[config.mk]
export PLATFORM = sky130hd
export DESIGN_NAME = move_exec_flat
export DESIGN_NICKNAME = d
export VERILOG_FILES = /design/src/rtl/move_exec_if.sv /design/src/rtl/move_exec.sv /design/src/flat_wrapper.sv
export SDC_FILE = /design/constraint.sdc
export NUM_CORES = 1
export LEC_CHECK = 0
export BUFFER_PORTS_ARGS = -buffer_cell sky130_fd_sc_hd__buf_2
export CORE_MARGIN = 2
export CORE_UTILIZATION = 50
export CTS_CLUSTER_SIZE = 16
export DETAILED_ROUTE_END_ITERATION = 10
export HOLD_SLACK_MARGIN = 0.03
export MAX_ROUTING_LAYER = met4
export PLACE_DENSITY = 0.79
export SLEW_MARGIN = 30
export SYNTH_ARGS = -nofsm -noshare
export SYNTH_HDL_FRONTEND = slang
export SYNTH_SLANG_ARGS = --single-unit
[constraint.sdc]
create_clock -name clk -period 4 [get_ports clk]
set_input_delay 0.4 -clock clk [delete_from_list [all_inputs] [get_ports clk]]
set_output_delay 0.4 -clock clk [all_outputs]
set_load 0.05 [all_outputs]
[src/rtl/move_exec_if.sv]
// Register-file write-side bus of the move executor plus its start/status handshake.
interface move_exec_if #(parameter int W = 28);
  logic         start;
  logic [1:0]   dir;
  logic         busy;
  logic         done;
  logic         err;
  logic         solved;
  logic [3:0]   src0;
  logic [3:0]   src1;
  logic [W-1:0] data0;
  logic [W-1:0] data1;
  logic         we;
  logic [3:0]   dst;
  logic [W-1:0] data;

  modport master (
    input  start, dir, data0, data1,
    output busy, done, err, solved, src0, src1, we, dst, data
  );

  modport slave (
    output start, dir, data0, data1,
    input  busy, done, err, solved, src0, src1, we, dst, data
  );
endinterface

[src/rtl/move_exec.sv]
// Puzzle-move executor: reads board/blank position, swaps two tiles, writes board, position, counter, solved flag.
// Latency: done 6 cycles after start (2 if the move is illegal); no backpressure, one write per cycle.
module move_exec #(
  parameter int         W       = 28,
  parameter int         NSLOT   = 7,
  parameter int         STRIDE  = 3,
  parameter logic [3:0] R_BOARD = 4'd0,
  parameter logic [3:0] R_IDEAL = 4'd1,
  parameter logic [3:0] R_PLACE = 4'd2,
  parameter logic [3:0] R_CNT   = 4'd7,
  parameter logic [3:0] R_COMP  = 4'd9
) (
  input  logic       clk,
  input  logic       rst_n,
  move_exec_if.master bus
);

  typedef enum logic [2:0] {IDLE, READ, SWAP, WPOS, WCNT, CMP, DONE, ERR} state_t;

  localparam logic [3:0] NS4 = 4'(NSLOT);
  localparam logic [3:0] ST4 = 4'(STRIDE);
  localparam logic [2:0] ST3 = 3'(STRIDE);

  state_t     state;
  logic [1:0] dir_q;
  logic [2:0] tgt_q;
  logic [2:0] pos3;
  logic [3:0] pos4;
  logic [2:0] tgt3;
  logic       illegal;
  logic       eq;

  assign pos3 = bus.data1[2:0];
  assign pos4 = {1'b0, pos3};
  assign eq   = (bus.data0 == bus.data1);

  // Legality uses 4-bit arithmetic so pos+STRIDE cannot wrap; tgt is only kept when legal.
  always_comb begin
    illegal = 1'b0;
    tgt3    = pos3;
    case (dir_q)
      2'd0: begin
        tgt3    = pos3 - 3'd1;
        illegal = (pos4 % ST4) == 4'd0;
      end
      2'd1: begin
        tgt3    = pos3 + 3'd1;
        illegal = ((pos4 % ST4) == (ST4 - 4'd1)) || (pos4 == (NS4 - 4'd1));
      end
      2'd2: begin
        tgt3    = pos3 - ST3;
        illegal = pos4 < ST4;
      end
      default: begin
        tgt3    = pos3 + ST3;
        illegal = (pos4 + ST4) > (NS4 - 4'd1);
      end
    endcase
    if (pos4 > (NS4 - 4'd1)) illegal = 1'b1;
  end

  function automatic logic [W-1:0] swap_slots(input logic [W-1:0] b,
                                               input logic [2:0]   p,
                                               input logic [2:0]   t);
    logic [W-1:0] r;
    r = b;
    r[W-1-4*int'(p) -: 4] = b[W-1-4*int'(t) -: 4];
    r[W-1-4*int'(t) -: 4] = b[W-1-4*int'(p) -: 4];
    return r;
  endfunction

  always_ff @(posedge clk or negedge rst_n) begin
    if (!rst_n) begin
      state      <= IDLE;
      dir_q      <= 2'd0;
      tgt_q      <= 3'd0;
      bus.busy   <= 1'b0;
      bus.done   <= 1'b0;
      bus.err    <= 1'b0;
      bus.solved <= 1'b0;
      bus.src0   <= 4'd0;
      bus.src1   <= 4'd0;
      bus.we     <= 1'b0;
      bus.dst    <= 4'd0;
      bus.data   <= '0;
    end else begin
      bus.we   <= 1'b0;
      bus.done <= 1'b0;
      bus.err  <= 1'b0;
      case (state)
        IDLE: begin
          if (bus.start) begin
            dir_q    <= bus.dir;
            bus.src0 <= R_BOARD;
            bus.src1 <= R_PLACE;
            bus.busy <= 1'b1;
            state    <= READ;
          end
        end
        READ: begin
          if (illegal) begin
            bus.done <= 1'b1;
            bus.err  <= 1'b1;
            state    <= ERR;
          end else begin
            tgt_q    <= tgt3;
            bus.we   <= 1'b1;
            bus.dst  <= R_BOARD;
            bus.data <= swap_slots(bus.data0, pos3, tgt3);
            state    <= SWAP;
          end
        end
        SWAP: begin
          bus.we   <= 1'b1;
          bus.dst  <= R_PLACE;
          bus.data <= W'(tgt_q);
          bus.src0 <= R_CNT;
          state    <= WPOS;
        end
        WPOS: begin
          bus.we   <= 1'b1;
          bus.dst  <= R_CNT;
          bus.data <= bus.data0 + W'(1);
          bus.src0 <= R_BOARD;
          bus.src1 <= R_IDEAL;
          state    <= WCNT;
        end
        WCNT: begin
          // Board written in SWAP is already visible on data0 here.
          bus.we     <= 1'b1;
          bus.dst    <= R_COMP;
          bus.data   <= {{(W-1){1'b0}}, eq};
          bus.solved <= eq;
          state      <= CMP;
        end
        CMP: begin
          bus.done <= 1'b1;
          state    <= DONE;
        end
        default: begin
          bus.busy <= 1'b0;
          state    <= IDLE;
        end
      endcase
    end
  end

endmodule

[src/flat_wrapper.sv]
// flat-port wrapper written by rule: the top's interface ports become plain ports
module move_exec_flat 
#(
  parameter int         W       = 28,
  parameter int         NSLOT   = 7,
  parameter int         STRIDE  = 3,
  parameter logic [3:0] R_BOARD = 4'd0,
  parameter logic [3:0] R_IDEAL = 4'd1,
  parameter logic [3:0] R_PLACE = 4'd2,
  parameter logic [3:0] R_CNT   = 4'd7,
  parameter logic [3:0] R_COMP  = 4'd9
)
  (clk, rst_n, bus_start, bus_dir, bus_data0, bus_data1, bus_busy, bus_done, bus_err, bus_solved, bus_src0, bus_src1, bus_we, bus_dst, bus_data);
  move_exec_if #(.W(W)) bus_i ();
  input  logic clk;
  input  logic rst_n;
  input wire logic [$bits(bus_i.start)-1:0] bus_start;
  input wire logic [$bits(bus_i.dir)-1:0] bus_dir;
  input wire logic [$bits(bus_i.data0)-1:0] bus_data0;
  input wire logic [$bits(bus_i.data1)-1:0] bus_data1;
  output wire logic [$bits(bus_i.busy)-1:0] bus_busy;
  output wire logic [$bits(bus_i.done)-1:0] bus_done;
  output wire logic [$bits(bus_i.err)-1:0] bus_err;
  output wire logic [$bits(bus_i.solved)-1:0] bus_solved;
  output wire logic [$bits(bus_i.src0)-1:0] bus_src0;
  output wire logic [$bits(bus_i.src1)-1:0] bus_src1;
  output wire logic [$bits(bus_i.we)-1:0] bus_we;
  output wire logic [$bits(bus_i.dst)-1:0] bus_dst;
  output wire logic [$bits(bus_i.data)-1:0] bus_data;
  assign bus_i.start = bus_start;
  assign bus_i.dir = bus_dir;
  assign bus_i.data0 = bus_data0;
  assign bus_i.data1 = bus_data1;
  assign bus_busy = bus_i.busy;
  assign bus_done = bus_i.done;
  assign bus_err = bus_i.err;
  assign bus_solved = bus_i.solved;
  assign bus_src0 = bus_i.src0;
  assign bus_src1 = bus_i.src1;
  assign bus_we = bus_i.we;
  assign bus_dst = bus_i.dst;
  assign bus_data = bus_i.data;
  move_exec #(.W(W), .NSLOT(NSLOT), .STRIDE(STRIDE), .R_BOARD(R_BOARD), .R_IDEAL(R_IDEAL), .R_PLACE(R_PLACE), .R_CNT(R_CNT), .R_COMP(R_COMP)) u_core (.clk(clk), .rst_n(rst_n), .bus(bus_i));
endmodule
==> impl_metrics.ini <==
[floorplan]
core-area_sq_mm = 0.009729
die_y_microns = 103.9
die-area_sq_mm = 0.01079
num_io_pins = 106
fp.dieW_microns = 103.9
rows = 36
start_util_pct = 51.25

[min_path]
hold_path_end = u_core.dir_q[0]
whs_path_depth = 3
hp-start = bus_dir[0]
hold_class = primary input to flip-flop

[placed_design]
gp_congestion = 1.041
port_buffers = 102
dp.cells = 856
dp_hpwl_microns = 14430

[setup_path]
startpoint = u_core.dir_q[1]
r2r_end = u_core.bus.data[16]
cp.arrival_ps = 3810
reg2regPathDepth = 14
rr_startpoint = u_core.dir_q[1]
required_ps = 4190
r2r_slack_ps = 390
path_class = flip-flop to flip-flop
cp_max_fo = 11
start_kind = flip-flop
worstSetupEndpointType = flip-flop

[clock_tree]
ctsResizeCount = 0
clkLatencyLatePin_ps = 320
numCtsBuffers = 5
cts.sinks = 48
htree_levels = 2
clk_pin_slew_ps = 100
ctsLongestPathBuffers = 2
root_buffer = clkbuf_8
cts_tree = yes

[power_and_ir_drop]
clockPowerShare_pct = 7.6
p_leak_nw = 2.524
irDropWorstVdd_mv = 0.4577
p_seq_share_pct = 19.8
switching_power_mw = 2.568
p_sw_share_pct = 58.11
combPwrFrac_pct = 72.6
power_density_mw_per_mm2 = 772.5
p_int_mw = 1.851

[routing]
drtIter0Drc = 689
routed_wl_microns = 19390
dr_total_vias = 5638
drt_first_pass_iters = 5
viasPerCell = 6.518
wl_per_cell_microns = 22.42
drc = 0
ant_nets = 0

[sta]
fin_crit_ps = 3614
setup_violations = 0
hold_viol = 0
setup_tns_ps = 0
tightest_slew_ps = 933.9
slew_viol_final = 0
fmax_mhz = 276.7
relSlewSlack_pct = 37.74
grt_setup_unrepaired = no
period_share_pct = 90.36
fin_worst_skew_ps = 9.416

[yosys]
synth_cells = 648
synth-seq-area-share_pct = 24.09
avgSynthCellArea_sq_um = 7.694
synth_cell_types = 73
synth_ff_type = dfrtp_1
syn-cell-area_sq_mm = 0.004986
synth_edf_count = 0
yosysWarnings = 0
synth_seq_cells = 48
synthArstFlopShare_pct = 100.0

[cells_and_area]
nets = 801
syn2layout_area_growth_pct = 14.71
antennaDiodeCount = 0
final_cell_count_no_fill = 865
layout-drive-gt1-share_pct = 22.81

[global_routing]
antenna_found_initial = 0
grt_max_degree = 50
gr-total-overflow = 0
grt.total_usage_pct = 36.58
grt_pass1_wl_microns = 30140
grt_pass1_vias = 5256

[status]
status = finished, final reports clean

[flow_run]
max-cap-violations = 0
kinds of logic after synthesis:
group                      Yosys count  synth area share [%]
AOI/OAI and AO/OA                  190                 26.07
adders and majority gates            9                 2.409
xor gates and xnor gates            58                 10.19
and+or+nand+nor                    238                 23.66
DFF                                 48                 24.09
muxes                               25                 6.022
other                                1               0.07521
buffers and inverters               79                 7.478
power groups by stage:
stage / logic (mW) / registers (mW) / clock network [mW]
3_3_place_gp: 3.09 / 0.869 / 0
5_1_grt: 3.40 / 0.900 / 0.356
3_5_place_dp: 3.12 / 0.880 / 0
4_1_cts: 3.14 / 0.869 / 0.334
2_1_floorplan: 1.80 / 1.33 / 0
6_report: 3.21 / 0.874 / 0.337
per-stage QoR:
step / area, sq um / util [%] / total power [mW] / hold slack, ps / setup WS (ps)
detailed placement: 5613 / 57.69 / 4.004 / 260.9 / 222.8
floorplan: 5006 / - / 3.129 / 104.4 / 54.03
global placement: 5613 / 57.69 / 3.962 / 251.6 / 365.5
global route: 5719 / 58.78 / 4.651 / 299.3 / 204.0
CTS: 5719 / 58.78 / 4.339 / 280.1 / 485.5
finish: 5719 / 58.78 / 4.418 / 275.9 / 385.7
area by class of cell:
cell class / instances / area, sq um
Sequential cell: 48 / 1201
Clock buffer: 6 / 82.58
Tap cell: 133 / 166.4
Timing Repair Buffer: 135 / 760.7
Clock inverter: 2 / 13.76
Multi-Input combinational cell: 523 / 3427
Fill cell: 957 / 4010
Inverter: 18 / 67.56
timing repair:
action                    CTS  global route
buffers inserted            0             0
hold buffers                1             0
hold endpoints to repair    7             0
layer usage:
layer / wire length (microns) / vias to the layer above / share of wire [%] / track usage (%)
met5: 0 / - / 0 / -
met4: 829 / 0 / 4.3 / 14.77
met3: 2028 / 68 / 10 / 6.078
met2: 8745 / 378 / 45 / 54.51
met1: 7787 / 2668 / 40 / 49.61
li1: - / 2524 / - / -
Yosys cell counts (3+ instances only):
master / instances / area (sq um)
a22oi_1: 19 / 142.6
a21oi_1: 38 / 190.2
dfrtp_1: 48 / 1201
buf_6: 3 / 33.78
nand2_1: 76 / 285.3
nand3b_1: 5 / 37.54
inv_1: 16 / 60.06
o21ai_0: 36 / 180.2
o32ai_1: 4 / 35.03
nor4_1: 6 / 37.54
o221ai_1: 3 / 26.28
xor2_1: 15 / 131.4
or3_1: 4 / 25.02
xnor2_1: 43 / 376.6
o31ai_1: 11 / 82.58
a21o_1: 4 / 30.03
a31oi_1: 12 / 75.07
and2_1: 5 / 31.28
nor2_1: 47 / 176.4
nand3_1: 24 / 120.1
o22a_1: 3 / 26.28
ha_1: 8 / 100.1
nand4_1: 15 / 93.84
clkbuf_1: 34 / 127.6
mux2_2: 7 / 78.83
mux2i_1: 14 / 140.1
buf_2: 10 / 50.05
mux4_2: 3 / 67.56
o311ai_0: 4 / 35.03
a221oi_1: 6 / 52.55
buf_4: 11 / 82.58
buf_1: 3 / 11.26
nor2b_1: 11 / 68.82
a211oi_1: 6 / 45.04
a221o_1: 4 / 40.04
and3_1: 10 / 62.56
o211ai_1: 7 / 52.55
nand2b_1: 11 / 68.82
o21ai_1: 3 / 15.01
nor3_1: 13 / 65.06
o22ai_1: 6 / 37.54
placed cells by master, fill, tap and decap left out, drive strengths merged, types with 5 or more instances in the layout:
cell type  netlist  layout
nor4             8       8
nand4           15      15
mux2i           15      15
mux2             7       7
dfrtp           48      48
xnor2           43      43
ha               8       8
nand2b          11      11
and2             6       6
a221oi           6       6
nand3           24      24
and3            10      10
o21ai           39      39
a21oi           38      38
clkbuf          34       6
inv             16      17
a22oi           19      19
nand3b           5       5
nor2            47      47
o22ai            6       6
a31oi           12      12
nand2           76      76
a211oi           6       6
o211ai           8       8
nor3            13      13
buf             27     134
xor2            15      15
o31ai           11      11
nor2b           12      12
worst max-delay path, cell delays in order, from the launching register on:
cell and delay (ps):
dfrtp_1 560, nor2_1 100, fa_1 520, a21o_1 150, clkinv_1 80, ha_1 420, buf_4 230, mux2_2 340
nand2_1 80, o211ai_1 100, mux2i_1 180, a311oi_2 50, buf_4 190, a221oi_1 320, o31ai_1 130
registers in the layout, summed over array words and instances, names as in the netlist, 2 cells and up:
name and cells:
u_core.tgt_q 3, u_core.bus.data 28, u_core.bus.dst 4, u_core.dir_q 2, u_core.bus.src1 2, u_core.state 3
how the worst max path moves through the flow:
| stage | to | slack [ps] | cells after the start |
|---|---|---|---|
| 2_1_floorplan | u_core.bus.data[9] | 50 | 18 |
| 3_3_place_gp | u_core.bus.data[27] | 370 | 15 |
| 3_5_place_dp | u_core.bus.data[27] | 220 | 15 |
| 4_1_cts | u_core.bus.data[16] | 490 | 14 |
| 5_1_grt | u_core.bus.data[24] | 200 | 14 |
| 6_report | u_core.bus.data[16] | 390 | 14 |
No activity file was read; power rests on OpenSTA's default activity.
